File: config.mk
export PLATFORM = sky130hd
export DESIGN_NAME = program_select_ctl
export DESIGN_NICKNAME = d
export VERILOG_FILES = /design/src/rtl/program_select_ctl_pkg.sv /design/src/rtl/program_select_ctl_debounce_sync.sv /design/src/rtl/program_select_ctl.sv
export SDC_FILE = /design/constraint.sdc
export NUM_CORES = 1
export LEC_CHECK = 0
export ABC_CLOCK_PERIOD_IN_PS = 2000
export BUFFER_PORTS_ARGS = -buffer_cell sky130_fd_sc_hd__buf_4
export CAP_MARGIN = 20
export CORE_MARGIN = 2
export CORE_UTILIZATION = 50
export CTS_CLUSTER_DIAMETER = 150
export DETAILED_ROUTE_END_ITERATION = 10
export GPL_ROUTABILITY_DRIVEN = 0
export PLACE_DENSITY = 0.69
export SETUP_SLACK_MARGIN = 0.5
export SYNTH_ARGS = -nofsm -noshare
export SYNTH_HDL_FRONTEND = slang
export SYNTH_HIERARCHICAL = 1
export SYNTH_SLANG_ARGS = --single-unit
File: constraint.sdc
create_clock -name clock -period 2 [get_ports clock]
set_input_delay 0.3 -clock clock [delete_from_list [all_inputs] [get_ports clock]]
set_output_delay 0.3 -clock clock [all_outputs]
set_load 0.005 [all_outputs]
File: src/rtl/program_select_ctl_pkg.sv
// Shared program codes and selector FSM encoding for the program-select path
// and the regfile copy logic.
package program_select_ctl_pkg;

   localparam int unsigned PROG_NONE = 0;
   localparam int unsigned PROG_FIB  = 1;
   localparam int unsigned PROG_SORT = 2;

   typedef enum logic [1:0] {
      ST_IDLE    = 2'd0,
      ST_HOLD    = 2'd1,
      ST_RELEASE = 2'd2
   } state_e;

endpackage

File: src/rtl/program_select_ctl_debounce_sync.sv
// Two-flop synchroniser followed by a stability counter; the clean level only
// follows the synced input after DEBOUNCE_CYCLES consecutive differing cycles.
module debounce_sync #(
   parameter int unsigned DEBOUNCE_CYCLES = 650000
) (
   input  logic clk_i,
   input  logic rst_i,
   input  logic btn_i,
   output logic clean_o
);

   localparam int unsigned CW = (DEBOUNCE_CYCLES > 1) ? $clog2(DEBOUNCE_CYCLES) : 1;

   logic          sync1_q, sync2_q;
   logic          clean_q, clean_d;
   logic [CW-1:0] cnt_q, cnt_d;

   // Counter holds cycles already seen differing; the last one flips the level.
   always_comb begin
      clean_d = clean_q;
      cnt_d   = '0;
      if (sync2_q != clean_q) begin
         if (cnt_q == CW'(DEBOUNCE_CYCLES - 1)) begin
            clean_d = sync2_q;
         end else begin
            cnt_d = cnt_q + CW'(1);
         end
      end
   end

   always_ff @(posedge clk_i) begin
      if (rst_i) begin
         sync1_q <= 1'b0;
         sync2_q <= 1'b0;
         clean_q <= 1'b0;
         cnt_q   <= '0;
      end else begin
         sync1_q <= btn_i;
         sync2_q <= sync1_q;
         clean_q <= clean_d;
         cnt_q   <= cnt_d;
      end
   end

   assign clean_o = clean_q;

endmodule

File: src/rtl/program_select_ctl.sv
// Debounces the four board buttons, drives the regfile program_selector for a
// fixed hold window per program press, and emits load/save strobes.
module program_select_ctl
   import program_select_ctl_pkg::*;
#(
   parameter int unsigned DEBOUNCE_CYCLES = 650000,
   parameter int unsigned HOLD_CYCLES     = 4,
   parameter int unsigned SEL_W           = 32
) (
   input  logic             clock,
   input  logic             reset,
   input  logic             btn_l,
   input  logic             btn_r,
   input  logic             btn_u,
   input  logic             btn_d,
   output logic [SEL_W-1:0] program_selector,
   output logic             busy,
   output logic             load_act,
   output logic             save_act
);

   localparam int unsigned HW = $clog2(HOLD_CYCLES + 1);

   // Bit order: 0 = fib (l), 1 = sort (r), 2 = load (u), 3 = save (d)
   logic [3:0]       btn_raw, clean, rise;
   logic [3:0]       prev_q;
   state_e           state_q, state_d;
   logic [SEL_W-1:0] sel_q, sel_d;
   logic [HW-1:0]    hold_q, hold_d;
   logic             busy_q, busy_d;
   logic             load_q, save_q;

   assign btn_raw = {btn_d, btn_u, btn_r, btn_l};

   for (genvar g = 0; g < 4; g++) begin : g_btn
      debounce_sync #(
         .DEBOUNCE_CYCLES(DEBOUNCE_CYCLES)
      ) u_debounce (
         .clk_i  (clock),
         .rst_i  (reset),
         .btn_i  (btn_raw[g]),
         .clean_o(clean[g])
      );
   end

   // Edge is combinational off the registered previous level so the selector
   // and strobes land one cycle after the clean level rises.
   assign rise = clean & ~prev_q;

   always_comb begin
      state_d = state_q;
      sel_d   = sel_q;
      hold_d  = hold_q;
      unique case (state_q)
         ST_IDLE: begin
            if (rise[0]) begin
               sel_d   = SEL_W'(PROG_FIB);
               hold_d  = HW'(HOLD_CYCLES);
               state_d = ST_HOLD;
            end else if (rise[1]) begin
               sel_d   = SEL_W'(PROG_SORT);
               hold_d  = HW'(HOLD_CYCLES);
               state_d = ST_HOLD;
            end
         end
         ST_HOLD: begin
            if (hold_q <= HW'(1)) begin
               sel_d   = SEL_W'(PROG_NONE);
               hold_d  = '0;
               state_d = ST_RELEASE;
            end else begin
               hold_d = hold_q - HW'(1);
            end
         end
         ST_RELEASE: begin
            sel_d = SEL_W'(PROG_NONE);
            if (!clean[0] && !clean[1]) begin
               state_d = ST_IDLE;
            end
         end
         default: begin
            sel_d   = SEL_W'(PROG_NONE);
            hold_d  = '0;
            state_d = ST_IDLE;
         end
      endcase
      busy_d = (state_d != ST_IDLE);
   end

   always_ff @(posedge clock) begin
      if (reset) begin
         prev_q  <= '0;
         state_q <= ST_IDLE;
         sel_q   <= '0;
         hold_q  <= '0;
         busy_q  <= 1'b0;
         load_q  <= 1'b0;
         save_q  <= 1'b0;
      end else begin
         prev_q  <= clean;
         state_q <= state_d;
         sel_q   <= sel_d;
         hold_q  <= hold_d;
         busy_q  <= busy_d;
         load_q  <= rise[2];
         save_q  <= rise[3];
      end
   end

   assign program_selector = sel_q;
   assign busy             = busy_q;
   assign load_act         = load_q;
   assign save_act         = save_q;

endmodule

== Word-level counts from Yosys, hierarchy flattened ==
Index checks and enable logic that the tools add are counted.
Widths: inputs -> output; s select.

* Bits in registers: 136
* Bits in latches: 0
* Bits in writable memories: 0
* Memory bits (read-only): 0
* Bits of input ports: 6
* Output and inout port bits: 35
* Logic and storage cells: 76
* Memories kept: 0

* $add $sub $neg: 5
* $mul: 0
* Div/mod/pow operators: 0
* Order comparisons: 1
* Equality and inequality tests: 12
* Shifts and indexed selects: 0
* Multiplexer cells: 13
* Bitwise operators: 7
* Reductions and logical operators: 15

{| class="wikitable"
|+ Operators by type and width
! operator !! count
|-
| $mux 32 || 3
|-
| $add 20x1->20 const B || 4
|-
| $eq 20x20->1 const B || 4
|-
| $pmux 32 s2 || 1
|-
| $reduce_and 2->1 || 6
|-
| $reduce_or 3->1 || 4
|-
| $mux 3 || 3
|-
| $pmux 3 s3 || 1
|-
| $mux 2 || 4
|-
| $pmux 2 s3 || 1
|-
| $not 1->1 || 5
|-
| $and 4x4->4 || 1
|-
| $ne 1x1->1 || 4
|-
| $not 4->4 || 1
|-
| $le 3x1->1 const B || 1
|-
| $ne 3x3->1 const B || 1
|-
| $sub 3x1->3 const B || 1
|-
| $eq 2x1->1 const B || 1
|-
| $eq 2x2->1 const B || 1
|-
| $logic_not 1->1 || 2
|-
| $logic_not 2->1 || 1
|-
| $ne 2x2->1 const B || 1
|-
| $reduce_bool 2->1 || 1
|-
| $logic_and 1x1->1 || 1
|}

== Longest topological paths before layout ==
Gate-level depths: netlist of the first run.

* Depth after elaboration: 6
* Mapped depth: 6
* Gate-level depth less buffers: 5

== Hierarchy ==
The synthesis of the first run kept the hierarchy.

{| class="wikitable"
|+ By module, submodules not included
! module !! times used !! cells each !! area each (µm²) !! seq. area each (µm²)
|-
| debounce_sync || 4 || 116 || 1026.0 || 460.4
|-
| program_select_ctl || 1 || 89 || 797.0 || 280.3
|}

== Worst setup path after synthesis of the first run ==
No wires, ideal clock.

* Path type: register to register
* Start: register g_btn[0].u_debounce.cnt_q[12]
* End: register g_btn[0].u_debounce.cnt_q[12]
* Library setup time: 0.117 ns
* Arrival time: 1.677 ns
* Data required time: 1.883 ns
* Slack: 0.206 ns
* Stages on the path, launching flop included: 6
* Buffers on the path: 1
* Clock period less this slack: 1.794 ns
* Path through: dfxtp_1 -> or4b_1 -> or3_4 -> o21ai_2 -> buf_2 -> nor2_1

* Cells in the longest elaborated chain, start to end: 2
* Elaborated cells on any way between the ends: 3
* Classes of those cells: 1 x add/sub; 1 x eq/ne; 1 x reduce/logical

{| class="wikitable"
|+ RTL lines
! element !! RTL line !! RTL
|-
| from (decl) || program_select_ctl_debounce_sync.sv:16 || <nowiki>logic [CW-1:0] cnt_q, cnt_d;</nowiki>
|-
| from (signal assigned) || program_select_ctl_debounce_sync.sv:41 || <nowiki>cnt_q <= cnt_d;</nowiki>
|-
| parallel branches: the longest is 2 deep, another holds $add 20x1->20 || n/a ||
|}

Several ways; the timed one is not identified.
A chain may end at the register's enable or synchronous reset.

== Final worst setup path of the first run ==
* Start: register g_btn[1].u_debounce.cnt_q[5]
* End: register g_btn[1].u_debounce.clean_q

* Cells in the longest elaborated chain, start to end: 2

{| class="wikitable"
|+ RTL lines
! element !! RTL line !! RTL
|-
| from (decl) || program_select_ctl_debounce_sync.sv:16 ||
|-
| from (signal assigned) || program_select_ctl_debounce_sync.sv:41 ||
|-
| $eq 20x20->1 || program_select_ctl_debounce_sync.sv:23 || <nowiki>if (cnt_q == CW'(DEBOUNCE_CYCLES - 1)) begin</nowiki>
|-
| $reduce_and 2->1 (no line) || n/a ||
|-
| to (signal assigned) || program_select_ctl_debounce_sync.sv:40 || <nowiki>clean_q <= clean_d;</nowiki>
|-
| to (decl) || program_select_ctl_debounce_sync.sv:15 || <nowiki>logic clean_q, clean_d;</nowiki>
|}

No other way between the ends.

==> results.toml, run 1 <==
[global_routing]
grt_pass1_wl_microns = 16400
grtUsageTotal_pct = 19.4
antenna_found_initial = 0
grt_overflow_total = 0
grt_pass1_vias = 3582
grt_max_degree = 38

[cells_and_area]
area_growth_syn_to_layout_pct = 29.8
nNetsFinal = 642
final_cell_mix = "dfxtp_1 (73), buf_4 (63), xnor2_1 (48), nor2_1 (37), nand4_1 (32)"
layout_commonest_cell = "dfxtp_1"
layout-drive-gt1-share_pct = 33.5
fin_cells = 768
diodes = 0

[logic_synthesis]
synth_warnings = 6
synth-main-ff-cell = "dfxtp_1"
syn_area_sq_mm = 0.00490
ys_seq_area_share_pct = 43.3
ys_types = 38
ys_ff_latch = 106
synth.avg_cell_area_sq_um = 8.86
synth_edf_count = 0
ys_async_sr_fraction_pct = 0
syn_inst = 553

[clocking]
ctsRootBufferMaster = "clkbuf_8"
clk_pin_slew_ns = 0.10
cts_hold_buf = 0
clock_sinks = 106
cts_tree = "built"
clk_path_buf_depth = 2
cts_inserted_buffers = 9
clk_latency_ns = 0.36
htree_levels = 3

[die]
die_w_microns = 103
fp.dieH_microns = 103
core-area_sq_mm = 0.00964
initial_core_util_pct = 50.8
dieArea_sq_mm = 0.0106
row_count = 36
ioPinCount = 41

[route]
via_per_inst = 5.31
drc = 0
antenna_left = 0
dr.pass1.iters = 4
drtIter0Drc = 160
drt-total-wl_microns = 11200
wire_per_inst_microns = 14.6
via_count = 4081

[power_and_ir_drop]
powerDensity_mw_per_mm2 = 553
leakagePower_uw = 0.00207
vdd_drop_max_mv = 0.322

[worst_setup_path]
end_kind = "flop"
ff2ff_path_depth = 4
slowest_delay_ns = 0.51
crit_chain = "or4b_1 -> or3_4 -> or4b_1 -> o21ai_1"
r2r_start = "g_btn[1].u_debounce/cnt_q[5]"
r2r_end = "g_btn[1].u_debounce/clean_o"
worst_ep_required_time_ns = 2.28
crit_top_cell = "or4b_1"
worstPathArrival_ns = 2.22
r2r_setup_slack_ns = 0.06
worstSetupStartpointType = "flop"
crit_fanout = 6
cp_num_buf_inv = 0
crit_slowest_cell = "or4b_1"
cp.depth = 4
path_delay_family = "simple AND/OR/NAND/NOR gates"
critical_path_class = "flop to flop"

[min_path]
min_path_cells = 2
hold_class = "input pin to flop"
holdPathEnd = "g_btn[1].u_debounce/sync1_q"
worstHoldStart = "btn_r"

[timing]
maxSlewViolCount = 0
final-hold-violation-count = 0
fin_crit_ns = 1.94
final.period_utilization_pct = 97.2
finalSetupTns_ns = 0
skew_ns = 0.0121
rsz0062_at_grt = "yes"
setup_violations = 0
timing.fmax_mhz = 515

[flow_run]
drv_cap = 0

[run_status]
status = "finished clean"

[place]
hpwlAfterDp_microns = 6130
dp_cells = 692
io_buffer_count = 10
-- worst register-to-register path, stage by stage, from the launching register on --
cell	delay, ns
dfxtp_4	0.38
or4b_1	0.49
or3_4	0.38
or4b_1	0.51
o21ai_1	0.11
-- cell families (layout without fill, tap and decap cells) --
family	Yosys count	count (layout)	share of synthesized area [%]
adders and majority gates	6	6	1.53
xor gates and xnor gates	64	64	11.4
other	1	30	0.0765
DFF	106	106	43.3
buffers and inverters	59	112	6.92
AOI/OAI and AO/OA	35	35	4.93
muxes	8	8	1.63
and+or+nand+nor	274	274	30.2
-- power by group --
| group | total (uW) | switching (uW) | internal (uW) |
|---|---|---|---|
| Combinational | 96.4 | 61.7 | 34.7 |
| Sequential | 2110 | 6.72 | 2100 |
| Clock | 1310 | 699 | 616 |
-- layer usage --
layer  vias to the layer above  track usage (%)  wire length, microns
met5                         -                0                     0
met4                         0             6.98                   192
met3                        16             3.53                   396
met2                       103             32.5                  5720
met1                      1943             25.0                  4910
li1                       2019                -                     -
-- worst max path at each step --
| stage | start | slack, ns | end |
|---|---|---|---|
| 6_report | g_btn[1].u_debounce/cnt_q[5] | 0.06 | g_btn[1].u_debounce/clean_o |
| 5_1_grt | g_btn[1].u_debounce/cnt_q[5] | 0.02 | g_btn[1].u_debounce/clean_o |
| 4_1_cts | g_btn[2].u_debounce/cnt_q[12] | 0.15 | g_btn[2].u_debounce/clean_o |
| 3_5_place_dp | g_btn[3].u_debounce/cnt_q[5] | 0.16 | g_btn[3].u_debounce/clean_o |
| 3_3_place_gp | g_btn[0].u_debounce/cnt_q[5] | 0.19 | g_btn[0].u_debounce/clean_o |
| 2_1_floorplan | g_btn[0].u_debounce/cnt_q[12] | 0.24 | g_btn[0].u_debounce/clean_o |
-- stage by stage --
stage | setup WS [ns] | total power, uW | utilization [%] | hold WS [ns] | area (sq um)
6_report | 0.0567 | 3520 | 66.0 | 0.152 | 6360
4_1_cts | 0.152 | 3540 | 58.6 | 0.137 | 5650
3_5_place_dp | 0.155 | 2240 | 52.6 | 0.375 | 5070
2_1_floorplan | 0.237 | 2260 | - | 0.367 | 5060
5_1_grt | 0.0209 | 3640 | 66.0 | 0.143 | 6360
3_3_place_gp | 0.186 | 2230 | 52.6 | 0.373 | 5070
-- flip-flops by register name (all words and copies together), names as in the netlist --
register,count
g_btn.u_debounce/sync2_q,4
save_act,1
g_btn.u_debounce/sync1_q,4
busy,1
g_btn.u_debounce/clean_o,4
load_act,1
program_selector,2
prev_q,4
g_btn.u_debounce/cnt_q,80
state_q,2
hold_q,3
-- area by class of cell --
type	instances	area, sq um
sequential	106	2200
fill	735	3280
clock buffer	12	145
tap	133	166
multi-input combinational	417	3070
inverter	20	75.1
timing repair buffer	76	653
clock inverter	4	51.3
-- timing repair --
item	4_1_cts	5_1_grt
pin swaps	32	64
resized for setup	57	131
buffers inserted	26	30
endpoints found under the setup margin	80	80
gates cloned	2	2
-- Yosys cell counts, types with 2 or more instances --
cell type  count  area, sq um
o32ai_1        2         17.5
o211ai_1       3         22.5
inv_1         20         75.1
o21ai_0        6         30.0
o221ai_1       4         35.0
nand3_1       27          135
clkbuf_1       4         15.0
or3_4          4         45.0
mux2i_1        8         80.1
and2_1         4         25.0
nand2_1       17         63.8
nor4b_1        4         35.0
nor4_1        20          125
and3_1        12         75.1
nor2_1        89          334
buf_4         30          225
a21oi_1       10         50.1
dfxtp_1      106         2120
nand2b_1      11         68.8
buf_2          4         20.0
xnor2_1       48          420
xor2_1        16          140
nor4_2         4         50.1
nor2b_1       16          100
or4b_1         8         80.1
o21ai_2        5         43.8
nand4_1       32          200
ha_1           6         75.1
nor3_1        24          120
Power figures use the tool's default switching activity.
==> inputs of run 2 (changes only) <==
--- a/config.mk
+++ b/config.mk
@@ -8,6 +8,7 @@
 export ABC_CLOCK_PERIOD_IN_PS = 2000
 export BUFFER_PORTS_ARGS = -buffer_cell sky130_fd_sc_hd__buf_4
 export CAP_MARGIN = 20
+export CORE_ASPECT_RATIO = 1.5
 export CORE_MARGIN = 2
 export CORE_UTILIZATION = 50
 export CTS_CLUSTER_DIAMETER = 150
==> run 2 against run 1 <==
Maximum frequency up 5.8%; clock power is 18% higher; cell count down 3.8%; register-to-register slack gained 0.11 ns; global-route usage is 0.78 points lower; clock skew decreased by 0.0049 ns; non-clock buffer count fell by 9; critical path type unchanged; highest routed layer unchanged.
==> results.toml, run 2 (same netlist as run 1, synthesis figures left out) <==
[route]
drc = 0
drt-total-wl_microns = 10700
via_per_inst = 5.51
drtIter0Drc = 241
dr.pass1.iters = 6
via_count = 4071
wire_per_inst_microns = 14.4
antenna_left = 0

[clocking]
clk_latency_ns = 0.34
clk_pin_slew_ns = 0.07
cts_tree = "built"
clock_sinks = 106
clk_path_buf_depth = 2
ctsRootBufferMaster = "clkbuf_16"
htree_levels = 3
cts_inserted_buffers = 9

[cells_and_area]
fillers = 729
fin_cells = 739
top_register = "g_btn.u_debounce/cnt_q"
largest_reg_flops = 80
final_cell_mix = "dfxtp_1 (76), buf_4 (54), xnor2_1 (48), nor2_1 (39), nor2_2 (39)"
nNetsFinal = 633
layout_commonest_cell = "dfxtp_1"
area_growth_syn_to_layout_pct = 26.2
layout-drive-gt1-share_pct = 30.8
fin_util_pct = 64.2
diodes = 0

[place]
pre_cts_ws_ns = 0.160
hpwlAfterDp_microns = 6320
dp_cells = 675
io_buffer_count = 10

[timing]
fin_ws_ns = 0.163
timing.fmax_mhz = 544
final-hold-violation-count = 0
fin_crit_ns = 1.84
skew_ns = 0.00718
rsz0062_at_grt = "yes"
setup_violations = 0
finalSetupTns_ns = 0
final.period_utilization_pct = 91.9
hold-worst-slack_ns = 0.161
maxSlewViolCount = 0

[global_routing]
grt_pass1_vias = 3786
grtUsageTotal_pct = 18.6
grt_max_degree = 38
grt_pass1_wl_microns = 16400
antenna_found_initial = 0
grt_overflow_total = 0

[worst_setup_path]
worstSetupStartpointType = "flop"
worstPathArrival_ns = 2.12
cp_num_buf_inv = 0
path_delay_family = "simple AND/OR/NAND/NOR gates"
crit_fanout = 3
worst_ep_required_time_ns = 2.28
critical_path_class = "flop to flop"
crit_top_cell = "or4b_1"
crit_slowest_cell = "or4b_1"
crit_chain = "or4b_1 -> or3_4 -> or4b_1 -> o21ai_1"
end_kind = "flop"
slowest_delay_ns = 0.50

[die]
initial_core_util_pct = 50.9
fp.dieH_microns = 125
core-area_sq_mm = 0.00963
dieArea_sq_mm = 0.0106
ioPinCount = 41
row_count = 44
die_w_microns = 84.8

[power_and_ir_drop]
clkPwrFrac_pct = 41.4
vdd_drop_max_mv = 0.709
p_sw_uw = 786
power.switching_fraction_pct = 21.0
leakagePower_uw = 0.00204
p_comb_share_pct = 2.4
p_int_uw = 2960
pwr-share-seq_pct = 56.2
powerDensity_mw_per_mm2 = 606

[run_status]
status = "finished clean"

[min_path]
hold_class = "input pin to flop"

[flow_run]
drv_cap = 0
run 2: changes by cell type in the layout (fill, tap and decap cells not counted), moves of 3 or more:
cell       before  now
nor2_4         29   11
nor2_2         23   39
clkbuf_8       10    0
buf_4          63   54
clkbuf_16       0    9
dfxtp_2        18   14
buf_6           8   11
dfxtp_1        73   76
run 2: cell type report:
type	instances	area, sq um	area share [%]
multi-input cells	417	2950	47.7
flip-flops and latches	106	2200	35.6
repair buffers	67	564	9.13
clock buffers	11	233	3.76
well taps	115	144	2.33
inverters	20	75.1	1.21
clock inverters	3	18.8	0.304
run 2: final timing paths:
path	startpoint	endpoint	slack, ns	cells past startpoint
min	btn_r	g_btn[1].u_debounce/sync1_q	0.16	2
max reg2reg	g_btn[2].u_debounce/cnt_q[12]	g_btn[2].u_debounce/clean_o	0.16	4
max	g_btn[2].u_debounce/cnt_q[12]	g_btn[2].u_debounce/clean_o	0.16	4
min reg2reg	prev_q[2]	load_act	0.38	1
run 2: power by group through the flow:
stage	Clock (uW)	Combinational, uW	Sequential [uW]
final	1550	88.4	2110
after global routing	1690	98.7	2110
after CTS	1590	74.1	2120
after detailed placement	0	62.0	2170
after global placement	0	61.6	2170
after floorplan	0	83.6	2170
run 2: what timing repair did:
action                     CTS  global route
pin swaps                   50            30
gates resized for setup     54            98
hold buffers                 0             0
gates cloned                 4             0
buffers inserted            22            24
hold endpoints to repair     0             0
setup endpoints to repair   80            80
run 2: worst reg2reg max path, delay by kind of cell (launching register included):
family          cells  cell delay (ns)
simple gates        3             1.34
flops               1             0.34
compound gates      1             0.09
run 2: metrics by stage:
stage          total power, uW  instance area, sq um
6_report                  3750                  6180
3_5_place_dp              2240                  5060
3_3_place_gp              2240                  5060
5_1_grt                   3900                  6180
4_1_cts                   3780                  5680
2_1_floorplan             2260                  5060
run 2: per-layer routing:
| layer | routed length (microns) | global-route usage (%) |
|---|---|---|
| met2 | 5840 | 33.3 |
| met3 | 303 | 4.29 |
| met4 | 214 | 7.94 |
| met5 | 0 | 0 |
| met1 | 4290 | 20.7 |
==> inputs of run 3 (changes only) <==
--- a/config.mk
+++ b/config.mk
@@ -10,11 +10,10 @@
 export CAP_MARGIN = 20
 export CORE_ASPECT_RATIO = 1.5
 export CORE_MARGIN = 2
-export CORE_UTILIZATION = 50
+export CORE_UTILIZATION = 45
 export CTS_CLUSTER_DIAMETER = 150
 export DETAILED_ROUTE_END_ITERATION = 10
 export GPL_ROUTABILITY_DRIVEN = 0
-export PLACE_DENSITY = 0.69
 export SETUP_SLACK_MARGIN = 0.5
 export SYNTH_ARGS = -nofsm -noshare
 export SYNTH_HDL_FRONTEND = slang
==> run 3 against run 2 <==
Global-route usage is 0.86 points lower; largest power group unchanged; cell count increased by 3.8%; clock power is 26% higher; critical path type unchanged.
==> results.toml, run 3 (same netlist as run 1, synthesis figures left out) <==
[cells_and_area]
fin_util_pct = 58.9
nNetsFinal = 630
area_growth_syn_to_layout_pct = 27.3
largest_reg_flops = 80
final_cell_mix = "dfxtp_1 (75), buf_4 (49), xnor2_1 (48), nor2_2 (46), nor2_1 (36)"
top_register = "g_btn.u_debounce/cnt_q"
diodes = 0
fin_cells = 767
layout_commonest_cell = "dfxtp_1"
fillers = 941
layout-drive-gt1-share_pct = 31.3

[power_and_ir_drop]
power.switching_fraction_pct = 21.1
clkPwrFrac_pct = 47.2
vdd_drop_max_mv = 0.700
pwr-share-seq_pct = 50.7
p_comb_share_pct = 2.1
p_int_uw = 3280
p_sw_uw = 876
power_uw = 4160
powerDensity_mw_per_mm2 = 667
leakagePower_uw = 0.00204

[route]
antenna_left = 0
via_count = 3994
drtIter0Drc = 160
drc = 0
drt-total-wl_microns = 10300
wire_per_inst_microns = 13.4
via_per_inst = 5.21
dr.pass1.iters = 6

[run_status]
status = "finished clean"

[worst_setup_path]
crit_chain = "nor4_1 -> nand4_1 -> or4b_1 -> o21ai_0"
worstPathArrival_ns = 2.13
worst_ep_required_time_ns = 2.28
slowest_delay_ns = 0.58
worstSetupStartpointType = "flop"
critical_path_class = "flop to flop"
cp_num_buf_inv = 0
end_kind = "flop"
path_delay_family = "simple AND/OR/NAND/NOR gates"
crit_slowest_cell = "or4b_1"
crit_fanout = 7

[clocking]
clk_pin_slew_ns = 0.07
clock_sinks = 106
htree_levels = 3
cts_inserted_buffers = 9
clk_latency_ns = 0.35
cts_hold_buf = 0
ctsRootBufferMaster = "clkbuf_16"
clk_path_buf_depth = 2
cts_tree = "built"

[die]
core-area_sq_mm = 0.0106
ioPinCount = 41
dieArea_sq_mm = 0.0118
fp.dieH_microns = 132
row_count = 46
die_w_microns = 89.2
initial_core_util_pct = 46.3

[global_routing]
grt_pass1_wl_microns = 16800
grt_max_degree = 38
grtUsageTotal_pct = 17.7
grt_pass1_vias = 3670
antenna_found_initial = 0
grt_overflow_total = 0

[place]
hpwlAfterDp_microns = 6480
dp_cells = 707
io_buffer_count = 10

[flow_run]
drv_cap = 0

[timing]
fin_crit_ns = 1.86
hold-worst-slack_ns = 0.158
setup_violations = 0
finalSetupTns_ns = 0
final.period_utilization_pct = 92.8
final-hold-violation-count = 0
maxSlewViolCount = 0
skew_ns = 0.00867
rsz0062_at_grt = "yes"
timing.fmax_mhz = 539

[min_path]
hold_class = "input pin to flop"
==> run 3: cell count changes in the layout (fill, tap and decap cells not counted), moves of 3 or more <==
cell	previous run	this run
buf_4	54	49
buf_6	11	14
nor2_1	39	36
dfxtp_2	14	20
nor2_2	39	46
dfxtp_4	16	11
nor2_4	11	7
==> run 3: worst reg2reg max path, cell delays in order (launching register included) <==
cell and delay (ns):
dfxtp_1 0.39, nor4_1 0.37, nand4_1 0.36, or4b_1 0.58, o21ai_0 0.08
==> run 3: timing repair <==
action | CTS | global route
endpoints found under the setup margin | 80 | 80
pin swaps | 74 | 13
gates resized for setup | 79 | 64
setup buffers | 29 | 11
cloned | 4 | 0
==> run 3: worst paths after layout <==
check	cells past startpoint	slack, ns	end	start
worst min-delay path	2	0.16	g_btn[3].u_debounce/sync1_q	btn_d
worst min register to register	1	0.38	save_act	prev_q[3]
worst max register to register	4	0.14	g_btn[0].u_debounce/clean_o	g_btn[0].u_debounce/cnt_q[10]
worst max-delay path	4	0.14	g_btn[0].u_debounce/clean_o	g_btn[0].u_debounce/cnt_q[10]
==> run 3: power by group through the flow <==
stage	Sequential [uW]	Combinational (uW)	Clock, uW
after floorplan	2170	83.6	0
after global placement	2170	63.5	0
after detailed placement	2170	63.8	0
after CTS	2120	79.2	2020
after global routing	2110	99.8	2090
final	2110	86.8	1960
==> run 3: area by class of cell <==
| type | instances | area [sq um] | area share, % |
|---|---|---|---|
| well taps | 144 | 180 | 2.89 |
| clock inverters | 6 | 96.3 | 1.54 |
| repair buffers | 64 | 541 | 8.67 |
| inverters | 20 | 75.1 | 1.20 |
| multi-input cells | 417 | 2920 | 46.8 |
| flip-flops and latches | 106 | 2190 | 35.1 |
| clock buffers | 10 | 239 | 3.83 |
==> run 3: metal layers <==
layer | track usage [%] | vias up | wire, microns
li1 | - | 1997 | -
met1 | 20.6 | 1911 | 4280
met2 | 31.2 | 72 | 5510
met3 | 3.63 | 14 | 303
met4 | 6.22 | 0 | 164
met5 | 0 | - | 0
==> run 3: metrics by stage <==
step	setup WS (ns)	area [sq um]
floorplan	0.237	5060
global placement	0.179	5120
detailed placement	0.170	5120
CTS	0.159	5960
global route	0.0773	6240
finish	0.143	6240
